**config.mk**
```make
export PLATFORM = sky130hd
export DESIGN_NAME = lidar_packet_assembler
export DESIGN_NICKNAME = d
export VERILOG_FILES = /design/src/rtl/lidar_packet_assembler.sv
export SDC_FILE = /design/constraint.sdc
export NUM_CORES = 1
export LEC_CHECK = 0
export CAP_MARGIN = 20
export CORE_MARGIN = 10
export CORE_UTILIZATION = 55
export DETAILED_ROUTE_END_ITERATION = 12
export PLACE_DENSITY = 0.79
export SYNTH_ARGS = -nofsm -noshare
export SYNTH_HDL_FRONTEND = slang
export SYNTH_SLANG_ARGS = --single-unit
```
**constraint.sdc**
```tcl
create_clock -name clk_in -period 3 [get_ports clk_in]
set_input_delay 0.45 -clock clk_in [delete_from_list [all_inputs] [get_ports clk_in]]
set_output_delay 0.45 -clock clk_in [all_outputs]
set_load 0.005 [all_outputs]
```
**src/rtl/lidar_packet_assembler.sv**
```systemverilog
// LIDAR byte-stream packet assembler.
// Frames SYNC,ANG_LO,ANG_HI,DST_LO,DST_HI,CSUM packets and checks the checksum
// and the angle range. Each good packet produces one {angle,distance} word with
// a one-cycle write strobe. Bad or timed-out packets bump a saturating error count.
module lidar_packet_assembler #(
    parameter logic [7:0] SYNC_BYTE      = 8'hA5,
    parameter int         TIMEOUT_CYCLES = 20000,
    parameter int         MAX_ANGLE      = 36000,
    parameter int         ERR_W          = 8
) (
    input  logic             clk_in,
    input  logic             rst_in,
    input  logic [7:0]       byte_in,
    input  logic             byte_valid_in,
    output logic [31:0]      angle_distance_out,
    output logic             write_out,
    output logic [ERR_W-1:0] err_count_out,
    output logic             busy_out
);

    localparam int             TW       = $clog2(TIMEOUT_CYCLES + 1);
    localparam logic [TW-1:0]  TMO_LAST = TW'(TIMEOUT_CYCLES - 1);
    localparam logic [16:0]    ANG_LIM  = 17'(MAX_ANGLE);

    // Each state names the byte the FSM is waiting for next
    typedef enum logic [2:0] {
        S_IDLE, S_ANG_LO, S_ANG_HI, S_DST_LO, S_DST_HI, S_CSUM
    } state_t;

    state_t           state_q, state_d;
    logic [15:0]      ang_q, ang_d;
    logic [15:0]      dst_q, dst_d;
    logic [TW-1:0]    tmr_q, tmr_d;
    logic [31:0]      ad_q, ad_d;
    logic             wr_q, wr_d;
    logic [ERR_W-1:0] err_q, err_d;
    logic [7:0]       csum_calc;
    logic             pkt_ok;
    logic             err_inc;

    assign csum_calc = ang_q[7:0] ^ ang_q[15:8] ^ dst_q[7:0] ^ dst_q[15:8];
    assign pkt_ok    = (byte_in == csum_calc) && ({1'b0, ang_q} < ANG_LIM);

    // State, payload, timer and output registers
    always_ff @(posedge clk_in or negedge rst_in) begin
        if (!rst_in) begin
            state_q <= S_IDLE;
            ang_q   <= '0;
            dst_q   <= '0;
            tmr_q   <= '0;
            ad_q    <= '0;
            wr_q    <= 1'b0;
            err_q   <= '0;
        end else begin
            state_q <= state_d;
            ang_q   <= ang_d;
            dst_q   <= dst_d;
            tmr_q   <= tmr_d;
            ad_q    <= ad_d;
            wr_q    <= wr_d;
            err_q   <= err_d;
        end
    end

    // Next-state: a byte strobe always wins over the timeout, since it clears the timer
    always_comb begin
        state_d = state_q;
        ang_d   = ang_q;
        dst_d   = dst_q;
        tmr_d   = tmr_q;
        ad_d    = ad_q;
        wr_d    = 1'b0;
        err_inc = 1'b0;
        if (byte_valid_in) begin
            tmr_d = '0;
            case (state_q)
                S_IDLE:   if (byte_in == SYNC_BYTE) state_d = S_ANG_LO;
                S_ANG_LO: begin ang_d[7:0]  = byte_in; state_d = S_ANG_HI; end
                S_ANG_HI: begin ang_d[15:8] = byte_in; state_d = S_DST_LO; end
                S_DST_LO: begin dst_d[7:0]  = byte_in; state_d = S_DST_HI; end
                S_DST_HI: begin dst_d[15:8] = byte_in; state_d = S_CSUM;   end
                S_CSUM: begin
                    state_d = S_IDLE;
                    if (pkt_ok) begin
                        wr_d = 1'b1;
                        ad_d = {ang_q, dst_q};
                    end else begin
                        err_inc = 1'b1;
                    end
                end
                default:  state_d = S_IDLE;
            endcase
        end else if (state_q != S_IDLE) begin
            if (tmr_q == TMO_LAST) begin
                state_d = S_IDLE;
                tmr_d   = '0;
                err_inc = 1'b1;
            end else begin
                tmr_d = tmr_q + 1'b1;
            end
        end
        err_d = (err_inc && (err_q != '1)) ? err_q + 1'b1 : err_q;
    end

    assign angle_distance_out = ad_q;
    assign write_out          = wr_q;
    assign err_count_out      = err_q;
    assign busy_out           = (state_q != S_IDLE);

endmodule
```
Word-level counts from Yosys, hierarchy flattened --
Index checks and enable logic that the tools add are counted.
Storage, ports and cells: bits of input ports 11, register bits after elaboration 91, output and inout bits 42, word-level logic and storage cells 53
Cells by class: reduce and logical (&&, ||, !) cells 12, add/subtract/negate cells 2, bitwise logic cells 3, equal/unequal tests 10, multiplexer cells 16, $lt $le $gt $ge 1
Operator list (number):
- $mux W15 | 3
- $xor A8 B8 Y8 | 3
- $lt A16 B16 Y1 const B | 1
- $add A15 B1 Y15 const B | 1
- $eq A15 B15 Y1 const B | 1
- $pmux W3 S5 | 1
- $mux W3 | 4
- $add A8 B1 Y8 const B | 1
- $eq A8 B8 Y1 | 1
- $eq A8 B8 Y1 const B | 1
- $mux W1 | 8
- $ne A8 B8 Y1 const B | 1
- $reduce_and A2 Y1 | 4
- $eq A3 B2 Y1 const B | 2
- $eq A3 B3 Y1 const B | 2
- $reduce_and A3 Y1 | 2
- $reduce_bool A2 Y1 | 2
- $eq A3 B1 Y1 const B | 1
- $logic_not A3 Y1 | 1
- $ne A3 B3 Y1 const B | 1
- $reduce_bool A3 Y1 | 1
- $logic_and A1 B1 Y1 | 2

Longest topological paths before layout --
word-level depth 9, gate-level depth with buffers 9, mapped depth without buffers 8

Least setup slack after synthesis --
OpenSTA, ideal clock, no wires.
path kind register to register, start reg ang_q[10], end reg ad_q[19] (netlist: angle_distance_out[19]), required time 2.875 ns, buffers on the path 1, data arrival time 2.059 ns, path slack 0.817 ns, stages on the path, launching flop included 8, setup time 0.125 ns, period minus slack after synthesis 2.183 ns, path through dfrtp_1 -> xnor3_1 -> xnor2_1 -> nor4_1 -> nand3_1 -> nor3_4 -> buf_6 -> mux2_2
On the way: word-level cells in the longest chain between the ends 6, elaborated cells between the ends (all ways) 7
Ends and longest elaborated chain:
- from (decl) | RTL line 31 | logic [15:0] ang_q, ang_d;
- from (signal assigned) | RTL line 56 | ang_q <= ang_d;
- parallel branches: the longest is 4 deep, another holds $lt A16 B16 Y1
- $logic_and A1 B1 Y1 (*) | RTL line 42 | assign pkt_ok = (byte_in == csum_calc) && ({1'b0, ang_q} < ANG_LIM);
- $reduce_and A3 Y1 (no source line) (*)
- to (signal assigned) | RTL line 51 | ad_q <= '0;
- to (signal assigned) | RTL line 59 | ad_q <= ad_d;
- to (decl) | RTL line 34 | logic [31:0] ad_q, ad_d;
Every way passes the cells marked *. A chain may end at the register's enable or synchronous reset.

Worst setup path after layout --
start in byte_in[2], end reg ad_q[18] (netlist: angle_distance_out[18])
On the way: word-level cells in the longest chain between the ends 3
Ends and longest elaborated chain:
- from (decl) | RTL line 13 | input logic [7:0] byte_in,
- $eq A8 B8 Y1 | RTL line 42
- $logic_and A1 B1 Y1 | RTL line 42
- $reduce_and A3 Y1 (no source line)
No other way between the ends.

==> metrics.txt <==
Core ar. 0.00729 mm2; overall overflow remaining after global route 0; Synth Net Count 340; via count of the first global-routing pass 2849; area of the multi-input gates 0.00180 mm2; Layout Skew 11.9 ps; GRT Max-Usage Layer met2; max-slew violation total from the final report 0; power consumption 3950 uW; classification of the worst-slack hold path input port to asynchronous set/reset pin; Worst Path Class, Setup input port to flip-flop; min cycle time layout 2470 ps; startpoint type of the worst setup path input port; average wire per standard cell 17.3 um; Starting DRT DRC Count 137; Setup Viol. Count Final 0; placed wire-length estimate 6080 um; largest net degree at the start of global routing 62; buffers plus inverters on the worst setup path 2; number of resized instances in the post-cts repair step 0; area overhead of the layout relative to synthesis 21.4%; remaining antenna violation count after routing 0; maximum net fanout on the critical path 32; worst slew margin relative to its limit 48.7%; number of DRC violations after detailed routing 0; most frequent standard cell in the layout excluding fill and tap cells dfrtp_1; Num Clock Sinks 91; achievable frequency 405 MHz; Yosys warning total 0; drt total wl 8530 um; top library cells by usage in the layout, fill and taps aside 91 x dfrtp_1, 61 x mux2_2, 51 x clkdlybuf4s50_1, 23 x nand2_1, 22 x o21ai_0; count of H-tree levels built during CTS 3; NumNets Final 402; Final Hold Vio Count 0; fillcell total 553; total vias in the final route 2747; fraction of synthesized cell area taken by the top area cell type 55.0%; mean post-synth cell area 12.7 um2; Die Footprint 0.0114 mm2; top cell type by total area after synthesis dfrtp_1; net switching component of the power 1290 uW; CP Data Arrival Time 2720 ps; post-synthesis instance area 0.00414 mm2; top-level port count 53; required time of the worst setup path 3240 ps; CP top delay family buffers and inverters; Clk pin slew, worst setup/hold paths 80 ps; CTS tree done; global-route usage over all layers 15.8%; met3 usage 4.61%; Final Cycle Share 82.4%; Sum Neg Setup Slack 0 ps; Port Buffers 52; number of distinct library cells after synthesis 38; clock buffer count from CTS 9; routability-driven placement congestion ratio 0.810; number of iterations in the first detailed-routing pass 4; initial cell density of the core 56.8%; Register Area 0.00228 mm2; clock latency at the later pin of the worst-skew pair 360 ps; number of buffers inserted by post-CTS setup repair 0; initial antenna violation count 0; leading cell types by total area after synthesis dfrtp_1 55%, mux2_2 17%, xnor2_1 3.6%; max-cap violation count 0; cell breakdown of the critical path clkdlybuf4s50_1 -> xor2_1 -> xnor2_1 -> nor4_1 -> nand3_1 -> nor3_4 -> buf_12 -> mux2_2; power density relative to cell area 785 mW/mm2; Combinational Power Share 32.4%; met2 usage in global routing 24.2%; RSZ-0062 raised after global routing no; number of cell rows 31; cell at the root of the clock tree clkbuf_8; DIE HEIGHT 107 um; number of diodes 0; Sequential Power Share 45.1%; met1 Usage GRT 20.9%; number of hold buffers added after CTS 0; first-pass GRT wire length 14600 um; layout cell share with drive strength beyond 1 21.9%; number of instances in the synthesized netlist 327; fraction of the yosys area taken by sequential cells 55.0%; Worst setup EP type flip-flop; longest individual stage delay on the worst path 590 ps; maximum root-to-sink buffer count 2; worst-case vdd ir drop 0.374 mV; Cell Int Power 2650 uW; flop and latch count out of synthesis 91; worst slew pin tran 770 ps; status finished, final reports clean; width of the chip 107 um; P_leak 0.00234 uW; switching share of total power 32.8%; standard cell with the maximum stage delay on the critical path clkdlybuf4s50_1; share of total power in the clock network 22.5%; mean number of vias per cell 5.58
-- final cells by class --
type / count / area share (%)
flip-flops and latches: 91 / 45.3
multi-input cells: 225 / 35.8
repair buffers: 60 / 12.0
clock buffers: 9 / 2.47
well taps: 99 / 2.47
clock inverters: 6 / 1.82
inverters: 2 / 0.149
-- registers in the layout (all words and copies together) (netlist names) --
name                flops
ang_q                  16
angle_distance_out     32
dst_q                  16
err_count_out           8
state_q                 3
tmr_q                  15
write_out               1
-- logic make-up after synthesis --
group                      Yosys count  synth area share, %
and+or+nand+nor                     82                 10.4
buffers and inverters               11                 1.54
muxes                               67                 18.2
DFF                                 91                 55.0
AOI/OAI and AO/OA                   38                 5.32
xor gates and xnor gates            36                 8.95
adders and majority gates            2                0.604
-- cell usage after synthesis --
cell type  number
a211o_1         1
a21o_1          1
a21oi_1         4
a22o_1          1
a31oi_1         3
a32oi_1         1
and3_1         10
and4_1          1
and4b_1         1
buf_6           3
clkbuf_1        6
dfrtp_1        91
ha_1            2
inv_1           2
mux2_1          5
mux2_2         61
mux2i_1         1
nand2_1        23
nand2b_1        3
nand3_1         9
nand4_1         4
nand4bb_1       1
nor2_1         16
nor2b_1         2
nor3_1          5
nor3_4          1
nor4_1          1
nor4b_1         1
nor4bb_1        2
o21ai_0        22
o21ai_1         1
o31ai_1         2
o41ai_1         2
or2_1           1
or3_1           1
xnor2_1        17
xnor3_1         4
xor2_1         15
-- metal layers --
layer / vias to the layer above / part of all wire, %
met2: 53 / 49
met1: 1398 / 45
met4: 0 / 1.2
met5: - / 0
li1: 1288 / -
met3: 8 / 4.7
-- path summary, 6_finish.rpt --
check	slack, ps	end	start	cells past startpoint
max	530	angle_distance_out[18]	byte_in[2]	8
min in group clk_in	490	angle_distance_out[25]	angle_distance_out[25]	1
max in group asynchronous	2200	angle_distance_out[22]	rst_in	2
min reg2reg	490	angle_distance_out[25]	angle_distance_out[25]	1
min	160	tmr_q[7]	rst_in	1
max reg2reg	540	err_count_out[5]	tmr_q[0]	9
-- metrics by stage --
| step | cell area, um2 | util [%] | std cells | worst slack [ps] | hold WS, ps |
|---|---|---|---|---|---|
| 2_1_floorplan | 4140 | - | 327 | 817 | 154 |
| 3_3_place_gp | 4810 | 66.0 | 477 | 270 | 468 |
| 3_5_place_dp | 4810 | 66.0 | 477 | 155 | 474 |
| 4_1_cts | 5020 | 68.9 | 492 | 526 | 190 |
| 5_1_grt | 5020 | 68.9 | 492 | 331 | 213 |
| 6_report | 5020 | 68.9 | 492 | 529 | 162 |
-- power by group through the flow --
stage	clock (uW)	combinational, uW	sequential (uW)
2_1_floorplan	0	1020	1670
3_3_place_gp	0	1230	1780
3_5_place_dp	0	1270	1790
4_1_cts	906	1290	1770
5_1_grt	958	1390	1820
6_report	889	1280	1780
No activity file was read; power rests on OpenSTA's default activity.
